File: config.mk
export PLATFORM = sky130hd
export DESIGN_NAME = pc_unit_ras
export DESIGN_NICKNAME = d
export VERILOG_FILES = /design/src/rtl/pc_unit_ras.sv
export SDC_FILE = /design/constraint.sdc
export NUM_CORES = 1
export LEC_CHECK = 0
export ABC_AREA = 1
export BUFFER_PORTS_ARGS = -buffer_cell sky130_fd_sc_hd__buf_2
export CORE_AREA = 2 2 76 96
export CTS_CLUSTER_SIZE = 20
export DETAILED_ROUTE_END_ITERATION = 10
export DIE_AREA = 0 0 78 98
export GPL_TIMING_DRIVEN = 0
export PLACE_DENSITY = 0.67
export SYNTH_ARGS = -nofsm -noshare
export SYNTH_HDL_FRONTEND = slang
export SYNTH_SLANG_ARGS = --single-unit
File: constraint.sdc
create_clock -name clk -period 1.85 [get_ports clk]
set_input_delay 0.0925 -clock clk [delete_from_list [all_inputs] [get_ports clk]]
set_output_delay 0.0925 -clock clk [all_outputs]
set_load 0.1 [all_outputs]
File: src/rtl/pc_unit_ras.sv
// Fetch program counter with a prioritised next-PC select and a circular return-address stack.
// Priority per cycle: exception, return, call, branch, sequential.
module pc_unit_ras #(
  parameter int unsigned ADDR_W    = 10,
  parameter int unsigned RESET_PC  = 0,
  parameter int unsigned STEP      = 1,
  parameter int unsigned RAS_DEPTH = 4
) (
  input  logic                               clk,
  input  logic                               rst,
  input  logic                               en,
  input  logic                               exc,
  input  logic [ADDR_W-1:0]                  exc_vec,
  input  logic                               br_taken,
  input  logic [ADDR_W-1:0]                  br_target,
  input  logic                               call,
  input  logic                               ret,
  output logic [ADDR_W-1:0]                  pc,
  output logic [ADDR_W-1:0]                  pc_4,
  output logic [$clog2(RAS_DEPTH+1)-1:0]     ras_count,
  output logic                               ras_overflow,
  output logic                               ras_underflow
);

  localparam int unsigned PtrW = $clog2(RAS_DEPTH);
  localparam int unsigned CntW = $clog2(RAS_DEPTH + 1);

  logic [ADDR_W-1:0] pc_q, pc_d;
  logic [PtrW-1:0]   ptr_q, ptr_d;
  logic [CntW-1:0]   cnt_q, cnt_d;
  logic              ovf_q, ovf_d;
  logic              udf_q, udf_d;
  logic              push;
  logic [ADDR_W-1:0] ras_mem [RAS_DEPTH];
  logic [ADDR_W-1:0] ras_top;

  assign pc_4    = pc_q + ADDR_W'(STEP);
  // ptr_q is the next write slot, so the newest entry sits one below it.
  assign ras_top = ras_mem[ptr_q - PtrW'(1)];

  always_comb begin
    pc_d  = pc_q;
    ptr_d = ptr_q;
    cnt_d = cnt_q;
    ovf_d = 1'b0;
    udf_d = 1'b0;
    push  = 1'b0;
    if (en) begin
      if (exc) begin
        pc_d = exc_vec;
      end else if (ret) begin
        if (cnt_q != '0) begin
          pc_d  = ras_top;
          ptr_d = ptr_q - PtrW'(1);
          cnt_d = cnt_q - CntW'(1);
        end else begin
          pc_d  = pc_4;
          udf_d = 1'b1;
        end
      end else if (call) begin
        pc_d  = br_target;
        push  = 1'b1;
        ptr_d = ptr_q + PtrW'(1);
        // A full stack keeps its count; the write slot is then the oldest entry.
        if (cnt_q == CntW'(RAS_DEPTH)) begin
          ovf_d = 1'b1;
        end else begin
          cnt_d = cnt_q + CntW'(1);
        end
      end else if (br_taken) begin
        pc_d = br_target;
      end else begin
        pc_d = pc_4;
      end
    end
  end

  always_ff @(posedge clk) begin
    if (rst) begin
      pc_q  <= ADDR_W'(RESET_PC);
      ptr_q <= '0;
      cnt_q <= '0;
      ovf_q <= 1'b0;
      udf_q <= 1'b0;
    end else begin
      pc_q  <= pc_d;
      ptr_q <= ptr_d;
      cnt_q <= cnt_d;
      ovf_q <= ovf_d;
      udf_q <= udf_d;
    end
  end

  always_ff @(posedge clk) begin
    if (push && !rst) begin
      ras_mem[ptr_q] <= pc_4;
    end
  end

  assign pc            = pc_q;
  assign ras_count     = cnt_q;
  assign ras_overflow  = ovf_q;
  assign ras_underflow = udf_q;

endmodule
==> results of run 1 <==
==> routing by layer <==
layer  up-vias  routed length, um  share of wire [%]
met4         0                247                3.3
met5         -                  0                  0
met1      1152               3300                 44
met2        71               3730                 50
li1       1309                  -                  -
met3        18                244                3.2
==> cell families after synthesis <==
family                     after synthesis  synth area share, %
xor gates and xnor gates                 3                0.892
DFF                                     57                 52.3
and+or+nand+nor                        194                 27.7
adders and majority gates                6                 2.80
buffers and inverters                   54                 7.64
AOI/OAI and AO/OA                       45                 8.70
==> power by group <==
part	internal (uW)	switching [uW]	total, uW
logic	217	584	801
registers	1400	34.4	1440
clock network	757	523	1280
total	2370	1140	3520
==> cell usage in the layout (no fill, tap or decap), drive strengths merged <==
cell / count
a31oi: 1
dfxtp: 17
edfxtp: 40
nand3: 30
dlygate4sd3: 1
nor3: 6
and2: 1
clkinv: 3
a211oi: 1
a21oi: 22
nor2: 56
xnor2: 1
nand4: 3
o21ai: 18
o211ai: 2
clkinvlp: 3
buf: 64
inv: 42
o21bai: 1
xor2: 2
clkbuf: 13
bufinv: 2
ha: 5
nand2: 98
fa: 1
==> registers in the layout, summed over array words and instances (netlist names) <==
signal         cells
ras_mem           40
ras_overflow       1
ras_count          3
pc                10
ras_underflow      1
ptr_q              2
==> repair_timing <==
item / 4_1_cts / 5_1_grt
pin swaps: 1 / 11
resized for setup: 22 / 22
cloned: 1 / 0
hold endpoints to repair: 1 / 0
buffers inserted: 1 / 5
hold buffers: 1 / 0
endpoints found under the setup margin: 37 / 36
==> area by class of cell <==
type	instances	area (um^2)	share of cell area, %
plain buffers	11	82.6	2.15
clock buffers	9	124	3.23
clock inverters	7	93.8	2.45
inverters	43	175	4.57
multi-input cells	248	1310	34.2
flip-flops and latches	57	1570	40.9
well taps	90	113	2.94
repair buffers	58	367	9.57
==> per-stage QoR <==
step                      total power (uW)  util (%)  setup TNS, ps  worst slack, ps  instances
after floorplan                       2030         -          -5350             -547        359
after global placement                2190      50.3          -9240             -415        499
after global routing                  3650      56.3          -29.2            -29.2        523
after detailed placement              2190      50.3         -10220             -398        499
after CTS                             3510      54.8              0             4.33        518
final                                 3520      56.3              0             90.8        523
==> worst register-to-register path, cell delays in order (launching register included) <==
cell and delay [ps]:
sky130_fd_sc_hd__dfxtp_4 390, sky130_fd_sc_hd__inv_4 50, sky130_fd_sc_hd__buf_8 130, sky130_fd_sc_hd__ha_4 280, sky130_fd_sc_hd__inv_2 50, sky130_fd_sc_hd__buf_6 130
sky130_fd_sc_hd__nor2_1 90, sky130_fd_sc_hd__o21ai_0 80, sky130_fd_sc_hd__a21oi_1 210, sky130_fd_sc_hd__o21ai_1 100, sky130_fd_sc_hd__a21oi_1 150
==> worst paths after layout <==
path | startpoint | endpoint | slack [ps] | cells past startpoint
hold / removal | rst | ras_count[2] | 70 | 4
setup reg to reg | ptr_q[0] | pc[2] | 100 | 10
hold reg to reg | pc[3] | pc[3] | 490 | 2
setup / recovery | pc[0] | pc_4[8] | 90 | 6
==> Implementation_results.wiki, run 1 <==
{| class="wikitable"
! Metric !! Value
|-
| Outcome || complete, no violations
|-
| Crit-path leading delay family || simple AND/OR/NAND/NOR gates
|-
| Chip Height || 98 um
|-
| Ys Warns || 0
|-
| Sort of element at the end of the critical path || output pin
|-
| Maximum clock path buffer count || 2
|-
| Starting density of the core || 43.3%
|-
| Distinct cell type count of the synthesized netlist || 30
|-
| Number of max-capacitance violations reported || 0
|-
| Slew Viols, Final || 0
|-
| Core Area || 0.00681 mm^2
|-
| Worst-Margin Slew || 838 ps
|-
| Arrival time at the worst endpoint || 1670 ps
|-
| Total placed instance area || 0.00342 mm^2
|-
| GR met2 Demand/Resource || 35.3%
|-
| Wirelength, routed || 7.52 mm
|-
| Hold violation count in the final report || 0
|-
| Final cycle utilization of the critical path || 95.1%
|-
| Total inserted antenna cells || 0
|-
| GRT Resource Usage Total || 20.7%
|-
| Number of enable-type register cells in the synthesized netlist || 40
|-
| Cell with the most instances after synthesis || sky130_fd_sc_hd__nand2_1
|-
| Share of the synthesized area in the top cell type || 40.7%
|-
| Length of the first detailed-routing pass in iterations || 5
|-
| Count of mapped cells out of synthesis || 359
|-
| H-tree depth reported by CTS || 3
|-
| Category of the worst setup path launch point || register
|-
| Post-synthesis sequential element count || 57
|-
| Final nets || 461
|-
| Cell type contributing the most total cell area after synthesis || sky130_fd_sc_hd__edfxtp_1
|-
| Largest net degree at the start of global routing || 12
|-
| Crit path largest cell delay || 380 ps
|-
| Clock tree from TritonCTS || built
|-
| GR Util met3 || 3.33%
|-
| RePlAce Congestion || 0.914
|-
| Hold Worst Slack || 74.5 ps
|-
| Final Critical Period || 1760 ps
|-
| Synthesized area divided by synthesized cell count || 8.21 um^2
|-
| Root buffer cell || sky130_fd_sc_hd__clkbuf_8
|-
| Mapped cell area || 0.00295 mm^2
|-
| Clk Latency, worst-skew pair || 340 ps
|-
| Via count || 2550
|-
| Maximum resistive drop on vdd || 505 uV
|-
| Filler Cells Inserted || 633
|-
| Count of routing violations after the opening detailed-route iteration || 199
|-
| Die W || 78 um
|-
| Number of placement rows || 34
|-
| Cell area power density || 917 mW/mm^2
|-
| Average via count per standard cell || 4.88
|-
| Global-route wire length before repair || 12.1 mm
|-
| Async set-or-reset flop fraction in the synthesized netlist || 0%
|-
| Sum of overflow across all layers after global routing || 0
|-
| Fraction of layout instances using a drive strength above 1 || 29.1%
|-
| Relative max-transition margin || 43.9%
|-
| Highest attainable clock frequency || 568 MHz
|-
| Per-cell routed wire length || 14.4 um
|-
| Area enclosed by the die boundary || 0.00764 mm^2
|-
| Number of antenna-violating nets in the routed design || 0
|-
| Cell types with the largest area share after synthesis || sky130_fd_sc_hd__edfxtp_1 (41%), sky130_fd_sc_hd__nand2_1 (12%), sky130_fd_sc_hd__dfxtp_1 (12%)
|-
| Clock buffer count from CTS || 9
|-
| Clock-pin transition on the worst setup and hold timing paths || 70 ps
|-
| Synthesized Nets || 392
|-
| RSZ-0062 raised after global routing || true
|-
| Required @ worst endpoint || 1760 ps
|-
| Final number of setup-violating endpoints || 0
|-
| Sequence of cells on the critical path || ha_2 > nand2_2 > nor2_4 > nand3_2 > nand2_4 > buf_12
|-
| HPWL after DPL || 5.29 mm
|-
| CP Class || reg2out
|-
| Worst hold path class || in2reg
|-
| Growth of design area from synthesis to finish || 30.0%
|-
| Number of clock sinks seen by CTS || 57
|-
| Max FO, Critical Path || 6
|-
| # DRC || 0
|-
| Via count of the first global-routing pass || 2516
|-
| I/O pin cnt || 52
|-
| Commonest register cell after synthesis || sky130_fd_sc_hd__edfxtp_1
|-
| Slowest-stage cell, CP || sky130_fd_sc_hd__dfxtp_4
|-
| Area of all placed cells without fillers || 0.00383 mm^2
|-
| Worst clock skew on the final layout || 8.19 ps
|-
| Number of buffers added on ports || 50
|-
| Initial antenna violation count || 0
|-
| Leakage power || 0.00161 uW
|-
| Sequential share of the synthesized area || 52.3%
|-
| Highest-utilization routing layer at the global route stage || met2
|-
| Global-route track usage on met1 || 25.8%
|-
| Leading post-synthesis cells by instance count || sky130_fd_sc_hd__nand2_1 (98), sky130_fd_sc_hd__nor2_1 (51), sky130_fd_sc_hd__inv_1 (41)
|-
| Buffer and inverter count on the worst path || 1
|}
(Power assumes the default switching activity.)
==> inputs of run 2 (changes only) <==
ABC_AREA = default   (was 1)
CORE_AREA = 2 2 73 92   (was 2 2 76 96)
DIE_AREA = 0 0 75 94   (was 0 0 78 98)
PLACE_DENSITY = 0.68   (was 0.67)
==> run 2 against run 1 <==
Compared with the run above: the flow now finishes with violations (negative setup slack); combinational power is 0.6% higher; via count is 20% lower; die area is 7.8% lower; clock skew is 0.72 ps higher; design area is 2.6% lower; sequential share of layout area is 1.6 points higher; critical path type is now reg2reg.
==> Implementation_results.wiki, run 2 <==
{| class="wikitable"
! Metric !! Value
|-
| Max FO, Critical Path || 3 (-3)
|-
| Cell type contributing the most total cell area after synthesis || sky130_fd_sc_hd__edfxtp_1
|-
| Maximum clock path buffer count || 2 (unchanged)
|-
| Arrival time at the worst endpoint || 2120 ps (+450 ps)
|-
| Wirelength, routed || 6.69 mm (-11%)
|-
| Growth of design area from synthesis to finish || 38.5%
|-
| Leading post-synthesis cells by instance count || sky130_fd_sc_hd__edfxtp_1 (40), sky130_fd_sc_hd__dfxtp_1 (17), sky130_fd_sc_hd__nor2_1 (15)
|-
| Number of hold-repair buffers added at the cts stage || 0 (-1)
|-
| Hold violation count in the final report || 0 (unchanged)
|-
| Category of the worst setup path launch point || register
|-
| Switching fraction of total power || 32.3% (-0.21 points)
|-
| Capturing instance or port of the critical path || pc[8]
|-
| H-tree depth reported by CTS || 3 (unchanged)
|-
| Clock buffer count from CTS || 9 (unchanged)
|-
| Worst hold path class || in2reg
|-
| Failing checks || negative setup slack
|-
| Starting density of the core || 44.0% (+0.67 points)
|-
| Chip Height || 94 um (-4.1%)
|-
| Slew Viols, Final || 0 (unchanged)
|-
| Final number of setup-violating endpoints || 2 (+2)
|-
| Number of buffers added on ports || 50 (unchanged)
|-
| Leakage power || 0.00140 uW (-13%)
|-
| Slowest-stage cell, CP || sky130_fd_sc_hd__dfxtp_4
|-
| Clock power share || 33.1% (-3.3 points)
|-
| Final nets || 320 (-31%)
|-
| Highest attainable clock frequency || 531 MHz (-6.6%)
|-
| Sort of element at the end of the critical path || register
|-
| Clock-pin transition on the worst setup and hold timing paths || 70 ps (about the same)
|-
| Total chip power || 3360 uW (-4.3%)
|-
| Ys Warns || 0 (unchanged)
|-
| Proportion of power drawn by combinational gates || 24.0% (+1.2 points)
|-
| Count of routing violations after the opening detailed-route iteration || 118 (-41%)
|-
| R2R Setup Slk || -30 ps (-130 ps)
|-
| Distinct cell type count of the synthesized netlist || 42 (+40%)
|-
| Die W || 75 um (-3.8%)
|-
| CP Class || reg2reg
|-
| Core Area || 0.00613 mm^2 (-10%)
|-
| Worst clock skew on the final layout || 8.91 ps (+0.719 ps)
|-
| RePlAce Congestion || 0.866 (-5.3%)
|-
| GRT Resource Usage Total || 20.8% (+0.025 points)
|-
| RSZ-0062 raised after global routing || true
|-
| Sum of overflow across all layers after global routing || 0 (unchanged)
|-
| HPWL after DPL || 4.54 mm (-14%)
|-
| Largest Register || ras_mem
|-
| Post-synthesis sequential element count || 57 (unchanged)
|-
| Final Critical Period || 1880 ps (+124 ps)
|-
| Start point of the critical path || ptr_q[0]
|-
| Area of all placed cells without fillers || 0.00373 mm^2 (-2.6%)
|-
| Crit path largest cell delay || 360 ps (-20 ps)
|-
| Max reg flops || 40 (unchanged)
|-
| Commonest register cell after synthesis || sky130_fd_sc_hd__edfxtp_1
|-
| Clock tree from TritonCTS || built
|-
| Count of mapped cells out of synthesis || 210 (-42%)
|-
| Via count of the first global-routing pass || 2060 (-18%)
|-
| Launch instance of the worst register-to-register path || ptr_q[0]
|-
| Required @ worst endpoint || 2080 ps (+320 ps)
|-
| Number of placement rows || 32 (-5.9%)
|-
| Relative max-transition margin || 63.5% (+20 points)
|-
| Crit Reg-Reg Endpoint || pc[8]
|-
| I/O pin cnt || 52 (unchanged)
|-
| Cell types with the largest area share after synthesis || sky130_fd_sc_hd__edfxtp_1 (45%), sky130_fd_sc_hd__dfxtp_1 (13%), sky130_fd_sc_hd__mux4_2 (5.0%)
|-
| P_sw || 1080 uW (-4.9%)
|-
| Share of the synthesized area in the top cell type || 44.6% (+3.8 points)
|-
| Sequential power share || 43.0% (+2.2 points)
|-
| Mapped cell area || 0.00269 mm^2 (-8.6%)
|-
| Stages on worst setup path || 7 (+1)
|-
| Number of max-capacitance violations reported || 0 (unchanged)
|-
| Number of antenna-violating nets in the routed design || 0 (unchanged)
|-
| Commonest non-fill, non-tap cell in the layout || sky130_fd_sc_hd__buf_2
|-
| Total inserted antenna cells || 0 (unchanged)
|-
| Worst-Margin Slew || 548 ps (-290 ps)
|-
| Crit-path leading delay family || flip-flops
|-
| Global-route wire length before repair || 10.4 mm (-14%)
|-
| Via count || 2030 (-20%)
|-
| Total placed instance area || 0.00328 mm^2 (-4.2%)
|-
| Fraction of layout instances using a drive strength above 1 || 45.5% (+16 points)
|-
| Synthesized area divided by synthesized cell count || 12.8 um^2 (+56%)
|-
| R2R cell count || 7 (-3)
|-
| Outcome || complete, but fails checks
|-
| Synthesized Nets || 243 (-38%)
|-
| Initial antenna violation count || 0 (unchanged)
|-
| Cell area power density || 901 mW/mm^2 (-1.7%)
|-
| Sequential share of the synthesized area || 57.2% (+4.9 points)
|-
| Number of clock sinks seen by CTS || 57 (unchanged)
|-
| Area enclosed by the die boundary || 0.00705 mm^2 (-7.8%)
|-
| Average via count per standard cell || 5.38 (+10%)
|-
| Per-cell routed wire length || 17.7 um (+23%)
|-
| Smallest setup slack after layout || -32.8 ps (-124 ps)
|-
| Internal cell power || 2280 uW (-4.0%)
|-
| Root buffer cell || sky130_fd_sc_hd__clkbuf_8
|-
| Most frequent cells in the layout || sky130_fd_sc_hd__buf_2 (46), sky130_fd_sc_hd__edfxtp_1 (40), sky130_fd_sc_hd__nor2_1 (15)
|-
| Largest net degree at the start of global routing || 11 (-1)
|-
| Final cycle utilization of the critical path || 102% (+6.7 points)
|-
| Buffer and inverter count on the worst path || 2 (+1)
|-
| Sequence of cells on the critical path || buf_12 > inv_6 > ha_4 > mux4_2 > a21oi_2 > or3b_1 > a22o_1
|-
| # DRC || 0 (unchanged)
|-
| Async set-or-reset flop fraction in the synthesized netlist || 0% (unchanged)
|-
| Cell with the most instances after synthesis || sky130_fd_sc_hd__edfxtp_1
|-
| Length of the first detailed-routing pass in iterations || 4 (-1)
|-
| Clk Latency, worst-skew pair || 340 ps (about the same)
|-
| Maximum resistive drop on vdd || 531 uV (+5.2%)
|-
| Number of enable-type register cells in the synthesized netlist || 40 (unchanged)
|}
[run 2: changes by cell type after synthesis, moves of 8 or more]
cell                       delta
sky130_fd_sc_hd__nor2_1      -36
sky130_fd_sc_hd__nand3_1     -23
sky130_fd_sc_hd__o21ai_0     -12
sky130_fd_sc_hd__a21oi_1     -11
sky130_fd_sc_hd__nand2_1     -89
sky130_fd_sc_hd__inv_1       -32
sky130_fd_sc_hd__nand2b_1     +8
[run 2: worst min-delay path by stage]
stage | from | end | cells past startpoint
floorplan | exc_vec[5] | pc[5] | 2
global route | exc_vec[5] | pc[5] | 3
CTS | exc_vec[5] | pc[5] | 3
detailed placement | exc_vec[5] | pc[5] | 3
finish | exc_vec[5] | pc[5] | 3
global placement | exc_vec[5] | pc[5] | 3
[run 2: repair_timing]
action | CTS | global route
pin swaps | 12 | 6
gates resized for setup | 32 | 7
setup endpoints to repair | 16 | 15
buffers inserted | 7 | 8
cloned | 1 | 0
[run 2: worst reg2reg max path, cell delays in order, from the launching register on]
cell	delay, ps
sky130_fd_sc_hd__dfxtp_4	360
sky130_fd_sc_hd__buf_12	100
sky130_fd_sc_hd__inv_6	30
sky130_fd_sc_hd__ha_4	290
sky130_fd_sc_hd__mux4_2	330
sky130_fd_sc_hd__a21oi_2	140
sky130_fd_sc_hd__or3b_1	350
sky130_fd_sc_hd__a22o_1	170
[run 2: logic make-up (layout without fill, tap and decap cells)]
group                    after synthesis  count (layout)  share of synthesized area, %
AO/OA/AOI/OAI                         44              44                          11.8
multiplexers                          11              11                          9.29
AND/OR/NAND/NOR                       62              62                          11.8
adder cells (fa/ha/maj)                6               6                          3.07
XOR/XNOR                              12              12                          3.90
buffers and inverters                 18             100                          2.97
flip-flops                            57              57                          57.2
[run 2: power groups by stage]
stage | combinational, uW | clock (uW) | sequential, uW
final | 806 | 1110 | 1450
after global placement | 686 | 0 | 1480
after floorplan | 399 | 0 | 1640
after global routing | 849 | 1190 | 1450
after detailed placement | 692 | 0 | 1480
after CTS | 774 | 1140 | 1450
[run 2: layout make-up]
type,count,area [um^2]
flip-flops and latches,57,1590
inverters,9,42.5
plain buffers,9,65.1
repair buffers,66,463
clock inverters,6,58.8
clock buffers,10,128
well taps,85,106
multi-input cells,135,1280
fillers,503,2390
[run 2: metrics by stage]
| step | hold slack, ps | setup WS [ps] | instances | TNS [ps] | utilization, % |
|---|---|---|---|---|---|
| floorplan | 253 | -311 | 210 | -4890 | - |
| global placement | 379 | -206 | 345 | -3730 | 53.5 |
| detailed placement | 384 | -205 | 345 | -4130 | 53.5 |
| CTS | 21.4 | -68.6 | 369 | -168 | 59.5 |
| global route | 50.1 | -102 | 377 | -495 | 60.9 |
| finish | 35.0 | -32.8 | 377 | -38.3 | 60.9 |
[run 2: per-layer routing]
layer / global-route usage, % / share of wire (%)
met1: 26.0 / 41
met2: 33.3 / 51
met3: 3.65 / 5.6
met4: 11.8 / 2.0
met5: 0 / 0
